**config.mk**
```make
export PLATFORM = sky130hd
export DESIGN_NAME = multicycle_control
export DESIGN_NICKNAME = d
export VERILOG_FILES = /design/src/rtl/multicycle_control.sv
export SDC_FILE = /design/constraint.sdc
export NUM_CORES = 1
export LEC_CHECK = 0
export ABC_AREA = 1
export CORE_ASPECT_RATIO = 1.5
export CORE_MARGIN = 2
export CORE_UTILIZATION = 31
export DETAILED_ROUTE_END_ITERATION = 10
export GPL_TIMING_DRIVEN = 0
export HOLD_SLACK_MARGIN = 0.12
export PLACE_DENSITY = 0.54
export SYNTH_ARGS = -nofsm -noshare
export SYNTH_HDL_FRONTEND = slang
export SYNTH_SLANG_ARGS = --single-unit
```
**constraint.sdc**
```tcl
create_clock -name clk -period 1.85 [get_ports clk]
set_input_delay 0.4625 -clock clk [delete_from_list [all_inputs] [get_ports clk]]
set_output_delay 0.4625 -clock clk [all_outputs]
set_load 0.02 [all_outputs]
```
**src/rtl/multicycle_control.sv**
```systemverilog
// Multicycle RV32 subset control unit: a state-register FSM that sequences the
// shared-ULA datapath. It also counts retired instructions and flags unsupported encodings.
module multicycle_control #(
    parameter int ULACTRL_W     = 3,
    parameter bit MEM_HANDSHAKE = 1'b1,
    parameter int CNT_W         = 32
) (
    input  logic                 clk,
    input  logic                 reset,
    input  logic [6:0]           OP,
    input  logic [2:0]           Funct3,
    input  logic [6:0]           Funct7,
    input  logic                 Zero,
    input  logic                 MemReady,
    output logic                 PCWrite,
    output logic                 AdrSrc,
    output logic                 MemWrite,
    output logic                 IRWrite,
    output logic                 RegWrite,
    output logic [1:0]           ResultSrc,
    output logic [1:0]           ULASrcA,
    output logic [1:0]           ULASrcB,
    output logic [1:0]           ImmSrc,
    output logic [ULACTRL_W-1:0] ULAControl,
    output logic                 InstrDone,
    output logic                 IllegalOp,
    output logic [CNT_W-1:0]     Retired
);

    typedef enum logic [3:0] {
        FETCH    = 4'd0,
        DECODE   = 4'd1,
        MEMADR   = 4'd2,
        MEMREAD  = 4'd3,
        MEMWB    = 4'd4,
        MEMWRITE = 4'd5,
        EXECR    = 4'd6,
        EXECI    = 4'd7,
        ALUWB    = 4'd8,
        BEQ      = 4'd9,
        JAL      = 4'd10,
        JALR_A   = 4'd11,
        JALR_B   = 4'd12
    } state_t;

    localparam logic [6:0] OP_R    = 7'b0110011;
    localparam logic [6:0] OP_I    = 7'b0010011;
    localparam logic [6:0] OP_LW   = 7'b0000011;
    localparam logic [6:0] OP_SW   = 7'b0100011;
    localparam logic [6:0] OP_BEQ  = 7'b1100011;
    localparam logic [6:0] OP_JAL  = 7'b1101111;
    localparam logic [6:0] OP_JALR = 7'b1100111;

    localparam logic [2:0] ULA_ADD = 3'b000;
    localparam logic [2:0] ULA_SUB = 3'b001;
    localparam logic [2:0] ULA_AND = 3'b010;
    localparam logic [2:0] ULA_OR  = 3'b011;
    localparam logic [2:0] ULA_XOR = 3'b100;
    localparam logic [2:0] ULA_SLT = 3'b101;
    localparam logic [2:0] ULA_SRL = 3'b110;

    state_t           state_reg;
    state_t           state_next;
    state_t           dec_state;
    logic [2:0]       dec_op;
    logic             dec_store;
    logic             dec_illegal;
    logic [2:0]       alu_op_reg;
    logic             store_reg;
    logic [CNT_W-1:0] retired_reg;
    logic             mem_ready;

    logic       pc_write;
    logic       adr_src;
    logic       mem_write;
    logic       ir_write;
    logic       reg_write;
    logic [1:0] result_src;
    logic [1:0] ula_src_a;
    logic [1:0] ula_src_b;
    logic [1:0] imm_src;
    logic [2:0] ula_op;
    logic       instr_done;
    logic       illegal_op;

    assign mem_ready = MEM_HANDSHAKE ? MemReady : 1'b1;

    // Instruction decode: dispatch state plus the ULA op / store flag that later
    // states need. Anything not matched falls back to FETCH and is flagged illegal.
    always_comb begin
        dec_state = FETCH;
        dec_op    = ULA_ADD;
        dec_store = 1'b0;
        case (OP)
            OP_R: begin
                dec_state = EXECR;
                case ({Funct7, Funct3})
                    {7'b0000000, 3'b000}: dec_op = ULA_ADD;
                    {7'b0100000, 3'b000}: dec_op = ULA_SUB;
                    {7'b0000000, 3'b111}: dec_op = ULA_AND;
                    {7'b0000000, 3'b110}: dec_op = ULA_OR;
                    {7'b0000000, 3'b100}: dec_op = ULA_XOR;
                    {7'b0000000, 3'b010}: dec_op = ULA_SLT;
                    {7'b0000000, 3'b101}: dec_op = ULA_SRL;
                    default:              dec_state = FETCH;
                endcase
            end
            OP_I: begin
                dec_state = EXECI;
                case (Funct3)
                    3'b000:  dec_op = ULA_ADD;
                    3'b111:  dec_op = ULA_AND;
                    3'b110:  dec_op = ULA_OR;
                    default: dec_state = FETCH;
                endcase
            end
            OP_LW: begin
                if (Funct3 == 3'b010) begin
                    dec_state = MEMADR;
                end
            end
            OP_SW: begin
                if (Funct3 == 3'b010) begin
                    dec_state = MEMADR;
                    dec_store = 1'b1;
                end
            end
            OP_BEQ: begin
                if (Funct3 == 3'b000) begin
                    dec_state = BEQ;
                end
            end
            OP_JAL: begin
                dec_state = JAL;
            end
            OP_JALR: begin
                if (Funct3 == 3'b000) begin
                    dec_state = JALR_A;
                end
            end
            default: begin
                dec_state = FETCH;
            end
        endcase
    end

    assign dec_illegal = (dec_state == FETCH);

    always_ff @(posedge clk) begin
        if (reset) begin
            state_reg   <= FETCH;
            alu_op_reg  <= ULA_ADD;
            store_reg   <= 1'b0;
            retired_reg <= '0;
        end else begin
            state_reg <= state_next;
            if (state_reg == DECODE) begin
                alu_op_reg <= dec_op;
                store_reg  <= dec_store;
            end
            if (instr_done) begin
                retired_reg <= retired_reg + CNT_W'(1);
            end
        end
    end

    always_comb begin
        state_next = FETCH;
        pc_write   = 1'b0;
        adr_src    = 1'b0;
        mem_write  = 1'b0;
        ir_write   = 1'b0;
        reg_write  = 1'b0;
        result_src = 2'b00;
        ula_src_a  = 2'b00;
        ula_src_b  = 2'b00;
        imm_src    = 2'b00;
        ula_op     = ULA_ADD;
        instr_done = 1'b0;
        illegal_op = 1'b0;
        case (state_reg)
            FETCH: begin
                ula_src_b  = 2'b10;
                result_src = 2'b10;
                ir_write   = mem_ready;
                pc_write   = mem_ready;
                state_next = mem_ready ? DECODE : FETCH;
            end
            DECODE: begin
                // Target precompute: jal needs the J immediate, branches the B immediate.
                ula_src_a  = 2'b01;
                ula_src_b  = 2'b01;
                imm_src    = (OP == OP_JAL) ? 2'b11 : 2'b10;
                illegal_op = dec_illegal;
                state_next = dec_state;
            end
            MEMADR: begin
                ula_src_a  = 2'b10;
                ula_src_b  = 2'b01;
                imm_src    = store_reg ? 2'b01 : 2'b00;
                state_next = store_reg ? MEMWRITE : MEMREAD;
            end
            MEMREAD: begin
                adr_src    = 1'b1;
                state_next = mem_ready ? MEMWB : MEMREAD;
            end
            MEMWB: begin
                result_src = 2'b01;
                reg_write  = 1'b1;
                instr_done = 1'b1;
                state_next = FETCH;
            end
            MEMWRITE: begin
                adr_src    = 1'b1;
                mem_write  = 1'b1;
                instr_done = mem_ready;
                state_next = mem_ready ? FETCH : MEMWRITE;
            end
            EXECR: begin
                ula_src_a  = 2'b10;
                ula_op     = alu_op_reg;
                state_next = ALUWB;
            end
            EXECI: begin
                ula_src_a  = 2'b10;
                ula_src_b  = 2'b01;
                ula_op     = alu_op_reg;
                state_next = ALUWB;
            end
            ALUWB: begin
                reg_write  = 1'b1;
                instr_done = 1'b1;
                state_next = FETCH;
            end
            BEQ: begin
                ula_src_a  = 2'b10;
                ula_op     = ULA_SUB;
                imm_src    = 2'b10;
                pc_write   = Zero;
                instr_done = 1'b1;
                state_next = FETCH;
            end
            JAL: begin
                ula_src_a  = 2'b01;
                ula_src_b  = 2'b10;
                imm_src    = 2'b11;
                pc_write   = 1'b1;
                state_next = ALUWB;
            end
            JALR_A: begin
                ula_src_a  = 2'b10;
                ula_src_b  = 2'b01;
                state_next = JALR_B;
            end
            JALR_B: begin
                ula_src_a  = 2'b01;
                ula_src_b  = 2'b10;
                pc_write   = 1'b1;
                state_next = ALUWB;
            end
            default: begin
                state_next = FETCH;
            end
        endcase
    end

    // Side effects are suppressed for the whole reset cycle, even mid-instruction.
    assign PCWrite   = pc_write   & ~reset;
    assign MemWrite  = mem_write  & ~reset;
    assign IRWrite   = ir_write   & ~reset;
    assign RegWrite  = reg_write  & ~reset;
    assign InstrDone = instr_done & ~reset;
    assign IllegalOp = illegal_op & ~reset;
    assign AdrSrc    = adr_src;
    assign ResultSrc = result_src;
    assign ULASrcA   = ula_src_a;
    assign ULASrcB   = ula_src_b;
    assign ImmSrc    = imm_src;
    assign Retired   = retired_reg;

    assign ULAControl[2:0] = ula_op;
    genvar gi;
    generate
        for (gi = 3; gi < ULACTRL_W; gi++) begin : g_ula_pad
            assign ULAControl[gi] = 1'b0;
        end
    endgenerate

endmodule

```
Word-level counts from Yosys, hierarchy flattened. Index checks and enable logic that the tools add are counted. Widths: inputs -> output; s select.

$add $sub $neg: 1. $mul: 0. Div/mod/pow operators: 0. Order comparisons: 0. Equality and inequality tests: 28. Shift operators: 0. Muxes and demuxes: 30. Bitwise gates (word level): 7. Reduce and logical (&&, ||, !) cells: 17.

Operator list (number): $eq 10x3->1 const B (4); $add 32x1->32 const B (1); $pmux 4 s7 (1); $pmux 4 s6 (1); $eq 7x7->1 const B (3); $eq 4x4->1 const B (5); $pmux 3 s6 (1); $eq 4x3->1 const B (4); $pmux 2 s2 (4); $mux 3 (5); $eq 7x6->1 const B (2); $pmux 3 s2 (2); $reduce_or 3->1 (4); $eq 10x2->1 const B (1); $eq 10x9->1 const B (1); $logic_not 10->1 (1); $mux 1 (10); $reduce_or 2->1 (5); $eq 4x2->1 const B (2); $logic_not 4->1 (2); $mux 4 (2); $pmux 2 s4 (1); $reduce_or 4->1 (2); $eq 7x2->1 const B (1); other kinds (12) (18).

Register bits after elaboration: 40. Latch bits: 0. Bits in writable memories: 0. Memory bits (read-only): 0. Input bits: 21. Output and inout bits: 50. Logic and storage cells: 87. Memories: 0.

Depth between registers and ports, before layout.
Depth in word-level cells: 7. Mapped depth: 11. Mapped depth without buffers: 11.

Least setup slack after synthesis. Ideal clock, no wire load.

Path kind: input to output. Start point: input port reset. End point: output port IllegalOp. Data arrival time: 1593 ps. Slack: -205 ps. Stages: 5. Buffers on the path: 2. Path through: clkbuf_1 inv_1 clkbuf_1 nand4_1 nor3_1.

Longest elaborated chain between the ends: 2.

Ends and longest elaborated chain: start, declared (RTL line 9) `input logic reset,`; $not 1->1 (RTL line 273) `assign IllegalOp = illegal_op & ~reset;`; $and 1x1->1 (RTL line 273); end, declared (RTL line 26) `output logic IllegalOp,`.

Every way passes these cells.

Worst setup path in the final report.
Start point: input port Funct3[2]. End point: output port IllegalOp.

Longest elaborated chain between the ends: 7. Elaborated cells on any way between the ends: 22. Those cells by class: eq/ne (9); mux (7); bitwise (1); reduce/logical (5).

Ends and longest elaborated chain: start, declared (RTL line 11) `input logic [2:0] Funct3,`; $eq 10x3->1 (tied with other cells) (RTL line 97) `case ({Funct7, Funct3})`; $reduce_or 7->1 (no source line) or $reduce_or 3->1 (tied branches); $mux 3, on equally long branches (RTL line 97, 110); $pmux 4 s6 (*) (RTL line 94) `case (OP)`; $logic_not 4->1 (*) (RTL line 147) `assign dec_illegal = (dec_state == FETCH);`; $mux 1 (*) (RTL line 181) `case (state_reg)`; $and 1x1->1 (*) (RTL line 273).

Every way passes the cells marked *; elsewhere a longest branch is shown, timed or not.

==> metrics.cfg <==
[sta]
rsz0062_at_grt = true
worstMarginPinSlew_ps = 498
setup-violations-final = 4
slew_violations = 0
period_minus_slack_ps = 1960
fmax_mhz = 510
slew-limit-headroom = 0.668
finalSetupTns_ps = -243
finalCritPeriodShare = 1.06
skew_ps = 4.72
setup_ws_ps = -109
final_hold_viol_count = 0

[finish]
multiInputGateArea_um2 = 2020
final_common_cell = nand2_1
design_area_um2 = 4320
syn_to_final_growth_pct = 50.6
largest_reg_flops = 32
mostFrequentLayoutCells = 157 x nand2_1, 59 x nor2_1, 51 x inv_1
fillers = 976
fin_nets = 637
layout-drive-gt1-share = 0.268
fin_cells = 728
seq_area_um2 = 817
fin_util = 0.473
n_antenna_cell = 0

[flow_run]
maxCapViolCount = 0

[die]
coreArea_um2 = 9150
io_pins = 71
initial_utilization = 0.314
fp-row-count = 43
die_w_um = 82.6
die_area_um2 = 10100
chipHeight_um = 122

[setup_path]
critical_path.startpoint = Funct3[2]
start_kind = input port
critical_path_class = in2out
crit_arrival_ps = 1500
r2r_start = Retired[0]
reg2regPathDepth = 8
critical_path_required_ps = 1390
end_kind = output pin
critical_path_peak_fanout = 5

[logic_synthesis]
yosysWarnings = 0
syn_area_per_cell_um2 = 5.67
synth-seq-cells = 40
yosysTopAreaCellShare = 0.279
synth_area_leaders = dfxtp_1 28%, nand2_1 22%, nor2_1 10%
synth_top_area_cell = dfxtp_1
synthCells = 506
synth_area_um2 = 2870
ys_types = 30
postSynthNetCount = 528
yosysSeqAreaShare = 0.279

[clock_network]
cts_hold_buf = 0
cts.sinks = 40
cts_buffer_depth = 2
h-tree-depth = 2
path_clk_slew_ps = 60
cts_buffers = 5
cts.root.buffer_cell = clkbuf_16
tritoncts = done
worstSkewPairLatency_ps = 290

[outcome]
outcome = finished with violations
violations = setup timing

[hold_path]
hp-class = reg2reg
hold_path.startpoint = alu_op_reg[0]
min_path_cells = 2

[global_route]
grtUsageTotal = 0.208
gr-total-overflow = 0
grt_max_degree = 17
grt_pass1_vias = 3550
grt_pass1_wl_mm = 16.1
antenna_found_initial = 0

[detailed_routing]
drcViolationCount = 0
wl_mm = 10.0
vias = 3569
drtIter0Drc = 146
antenna_left = 0
vias_per_cell = 4.90
first_pass_iters = 4
wl_per_cell_um = 13.8

[pwr]
p_leak_nw = 1.89
ir_worst_vdd_uv = 314
p_per_area_nw_per_um2 = 455

[place]
dp_hpwl_mm = 7.53
dp_cells = 687
dp_slack_ps = -1130
dpl_cell_area_um2 = 3720
place.gp.congestion = 0.917
io_buffer_count = 69

layout make-up:
class,count,area share
Buffer,9,0.0148
Tap cell,112,0.0324
Timing Repair Buffer,103,0.204
Multi-Input combinational cell,389,0.466
Clock buffer,8,0.0339
Sequential cell,40,0.189
Inverter,67,0.0599
cell usage after synthesis:
cell	number
nor4_1	2
nand4_1	7
nand3_2	1
o2111ai_1	1
xor2_1	5
xnor2_1	1
nand3_4	1
clkbuf_1	5
nor2_2	3
nand3_1	34
ha_1	1
nand2_1	171
dfxtp_1	40
a21oi_1	36
buf_2	2
nand2_2	5
nor3_2	4
nor3_1	18
nand3b_1	4
inv_2	8
inv_1	59
buf_6	3
o211ai_1	2
o31ai_1	1
o21ai_1	2
o21ai_0	8
a31oi_1	2
nor2_1	78
o21a_1	1
nor2_4	1
worst paths after layout:
path / end / slack, ps
setup reg to reg: Retired[16] / 110
setup / recovery: IllegalOp / -110
hold reg to reg: alu_op_reg[0] / 470
hold / removal: alu_op_reg[0] / 470
critical path: stages:
cell and delay [ps]:
clkbuf_4 150, inv_2 50, nand2_2 90, inv_1 80
o21ai_4 260, nand2_4 90, nor3_4 170, buf_6 140
routing by layer:
metal / global-route usage / vias up / part of all wire
li1: - / 1829 / -
met1: 0.203 / 1607 / 0.37
met2: 0.394 / 106 / 0.54
met3: 0.0311 / 27 / 0.043
met4: 0.123 / 0 / 0.050
met5: 0 / - / 0
report_power, final:
group | total (mW) | switching, mW | leakage, nW | internal (mW)
Clock | 0.890 | 0.352 | 0.0712 | 0.538
Sequential | 0.863 | 0.00475 | 0.326 | 0.858
Combinational | 0.215 | 0.123 | 1.49 | 0.0916
Total | 1.97 | 0.480 | 1.89 | 1.49
cell families after synthesis:
kind of cell             count (synthesis)  share of synthesized area
AO/OA/AOI/OAI                           53                     0.0980
buffers and inverters                   77                      0.109
XOR/XNOR                                 6                     0.0183
adder cells (fa/ha/maj)                  1                    0.00436
flip-flops                              40                      0.279
AND/OR/NAND/NOR                        329                      0.491
what timing repair did:
action / in CTS / in global routing
setup buffers: 25 / 10
endpoints found under the setup margin: 22 / 30
resized for setup: 169 / 75
hold endpoints to repair: 0 / 0
pin swaps: 29 / 28
metrics by stage:
stage                     power, mW  hold slack (ps)
final                          1.97              469
after global routing           2.03              487
after CTS                      1.95              472
after detailed placement       1.05              466
after global placement         1.05              457
after floorplan               0.963              445
Note: power is estimated with default switching activity, not from simulation.
==> patch, RTL diff (same settings) <==
Make the reset (`reset`) asynchronous in one clocked block.
--- a/src/rtl/multicycle_control.sv
+++ b/src/rtl/multicycle_control.sv
@@ -148,3 +148,3 @@
 
-    always_ff @(posedge clk) begin
+    always_ff @(posedge clk or posedge reset) begin
         if (reset) begin
Check against the original RTL: differs if reset is asserted again (counterexample within 4 cycles, from zero or initial values and one cycle with reset high); with reset held inactive, the same outputs for 10 cycles.
==> patch against the unedited design <==
  * The flow still finishes with violations (negative setup slack)
  * Synthesized area is 3.4% higher
  * Wire length shrank 1.9%
  * Final cell count down 3.8%
  * Final area is 6.1% higher
  * Critical path depth is the same
  * Utilization is 2.0 points higher
  * Die area up 3.3%
  * Setup slack lost 0.084 ns
  * Sequential cell count unchanged
  * Highest routed layer unchanged
Power is not compared: it rests on default switching activity, and its combinational part moved more than twofold at a synthesized area within 25%.
==> patch: results (changes against the unedited design) <==
largest net degree at the start of global routing=22 (+5); CTS resizes=192 (+14%); first-pass GRT wire length=15.5 mm (-3.7%); synth unique cells=33 (+10%); Synthesized Nets=489 (-7.4%); number of global-route vias before repair=3260 (-8.2%); HPWL Detailed=6.79 mm (-9.8%); Nets=609 (-4.4%); critical path fanouts, max=4 (-1); worst min path class=input pin to asynchronous set/reset pin; main flop type after synthesis=dfrtp_1; share of layout cells above drive strength 1=32.3% (+5.5 points); commonest cells in the netlist=177 x nand2_1, 67 x nor2_1, 61 x inv_1, 40 x dfrtp_1, 34 x nand3_1; Synth area leaders=dfrtp_1 34%, nand2_1 22%, nor2_1 8.5%; endpoints failing setup=15 (+11); post-route setup slack=-0.193 ns (-0.0838 ns); # port buffers=70 (+1.4%); Final Non-Filler Cells=700 (-3.8%); Async SR Flop Fraction=100% (+100 points); status=complete, but fails checks; Seq/Total Area, Yosys=33.7% (+5.8 points); critical path data arrival time=1.58 ns (+0.08 ns); DR WL/cell=14.1 µm (+2.1%); # fillers=953 (-2.4%); skew final=0.00775 ns (+0.00302 ns); aggregate negative setup slack=-1.89 ns (-1.64 ns); Mapped Cells=467 (-7.7%); drt first pass iters=4 (unchanged); Yosys warning total=0 (unchanged); Placer Congestion=0.913 (-0.34%); H-tree levels=2 (unchanged); Initial DRC Count=130 (-11%); placed insts=649 (-5.5%); Post-CTS Setup Inserts=32 (+28%); failing checks=negative setup slack; Tot GR Track Use=18.9% (-1.8 points); DR vias=3370 (-5.6%)
## patch: critical path: stages (launching register included)
cell and delay, ns:
dfrtp_2 0.48, inv_2 0.09, nor2_4 0.14, buf_6 0.13
nand2_8 0.06, inv_1 0.07, a21oi_2 0.06, a21oi_2 0.13
buf_6 0.13
## patch: final timing paths
check / startpoint / endpoint / slack (ns) / cells past startpoint
setup reg to reg: state_reg[1] / Retired[11] / 0.11 / 9
hold / removal: reset / Retired[30] / 0.48 / 2
max in group asynchronous: reset / Retired[23] / 0.72 / 2
setup / recovery: state_reg[0] / PCWrite / -0.19 / 8
min in group clk: OP[2] / store_reg / 0.49 / 4
hold reg to reg: Retired[8] / Retired[8] / 0.52 / 1
## patch: routing by layer
layer	GRT usage [%]	vias to the layer above	share of wire, %
met1	18.6	1574	37
met4	8.27	0	3.2
met5	0	-	0
met3	3.45	22	4.2
li1	-	1692	-
met2	38.2	82	55
## patch: cell families (layout without fill, tap and decap cells)
kind of cell	Yosys count	after routing	share of synthesized area [%]
xor+xnor	16	16	4.97
fa+ha+maj	1	1	0.421
flops	40	40	33.7
buf+inv	70	191	9.73
compound gates	17	17	3.37
simple gates	323	323	47.8
## patch: per-stage QoR
stage	setup WS, ns	instance area [µm²]
after floorplan	-0.0285	2990
after global placement	-1.58	3830
after detailed placement	-1.60	3830
after CTS	-0.194	4380
after global routing	-0.254	4590
final	-0.193	4590
## patch: cell type report
cell class                      instances  area (µm²)  area share [%]
Inverter                               66         264            5.75
Sequential cell                        40        1000            21.9
Timing Repair inverter                  2        10.0           0.218
Multi-Input combinational cell        357        1990            43.4
Buffer                                  2        15.0           0.327
Tap cell                              112         140            3.05
Clock buffer                            8         146            3.19
Timing Repair Buffer                  113        1020            22.2
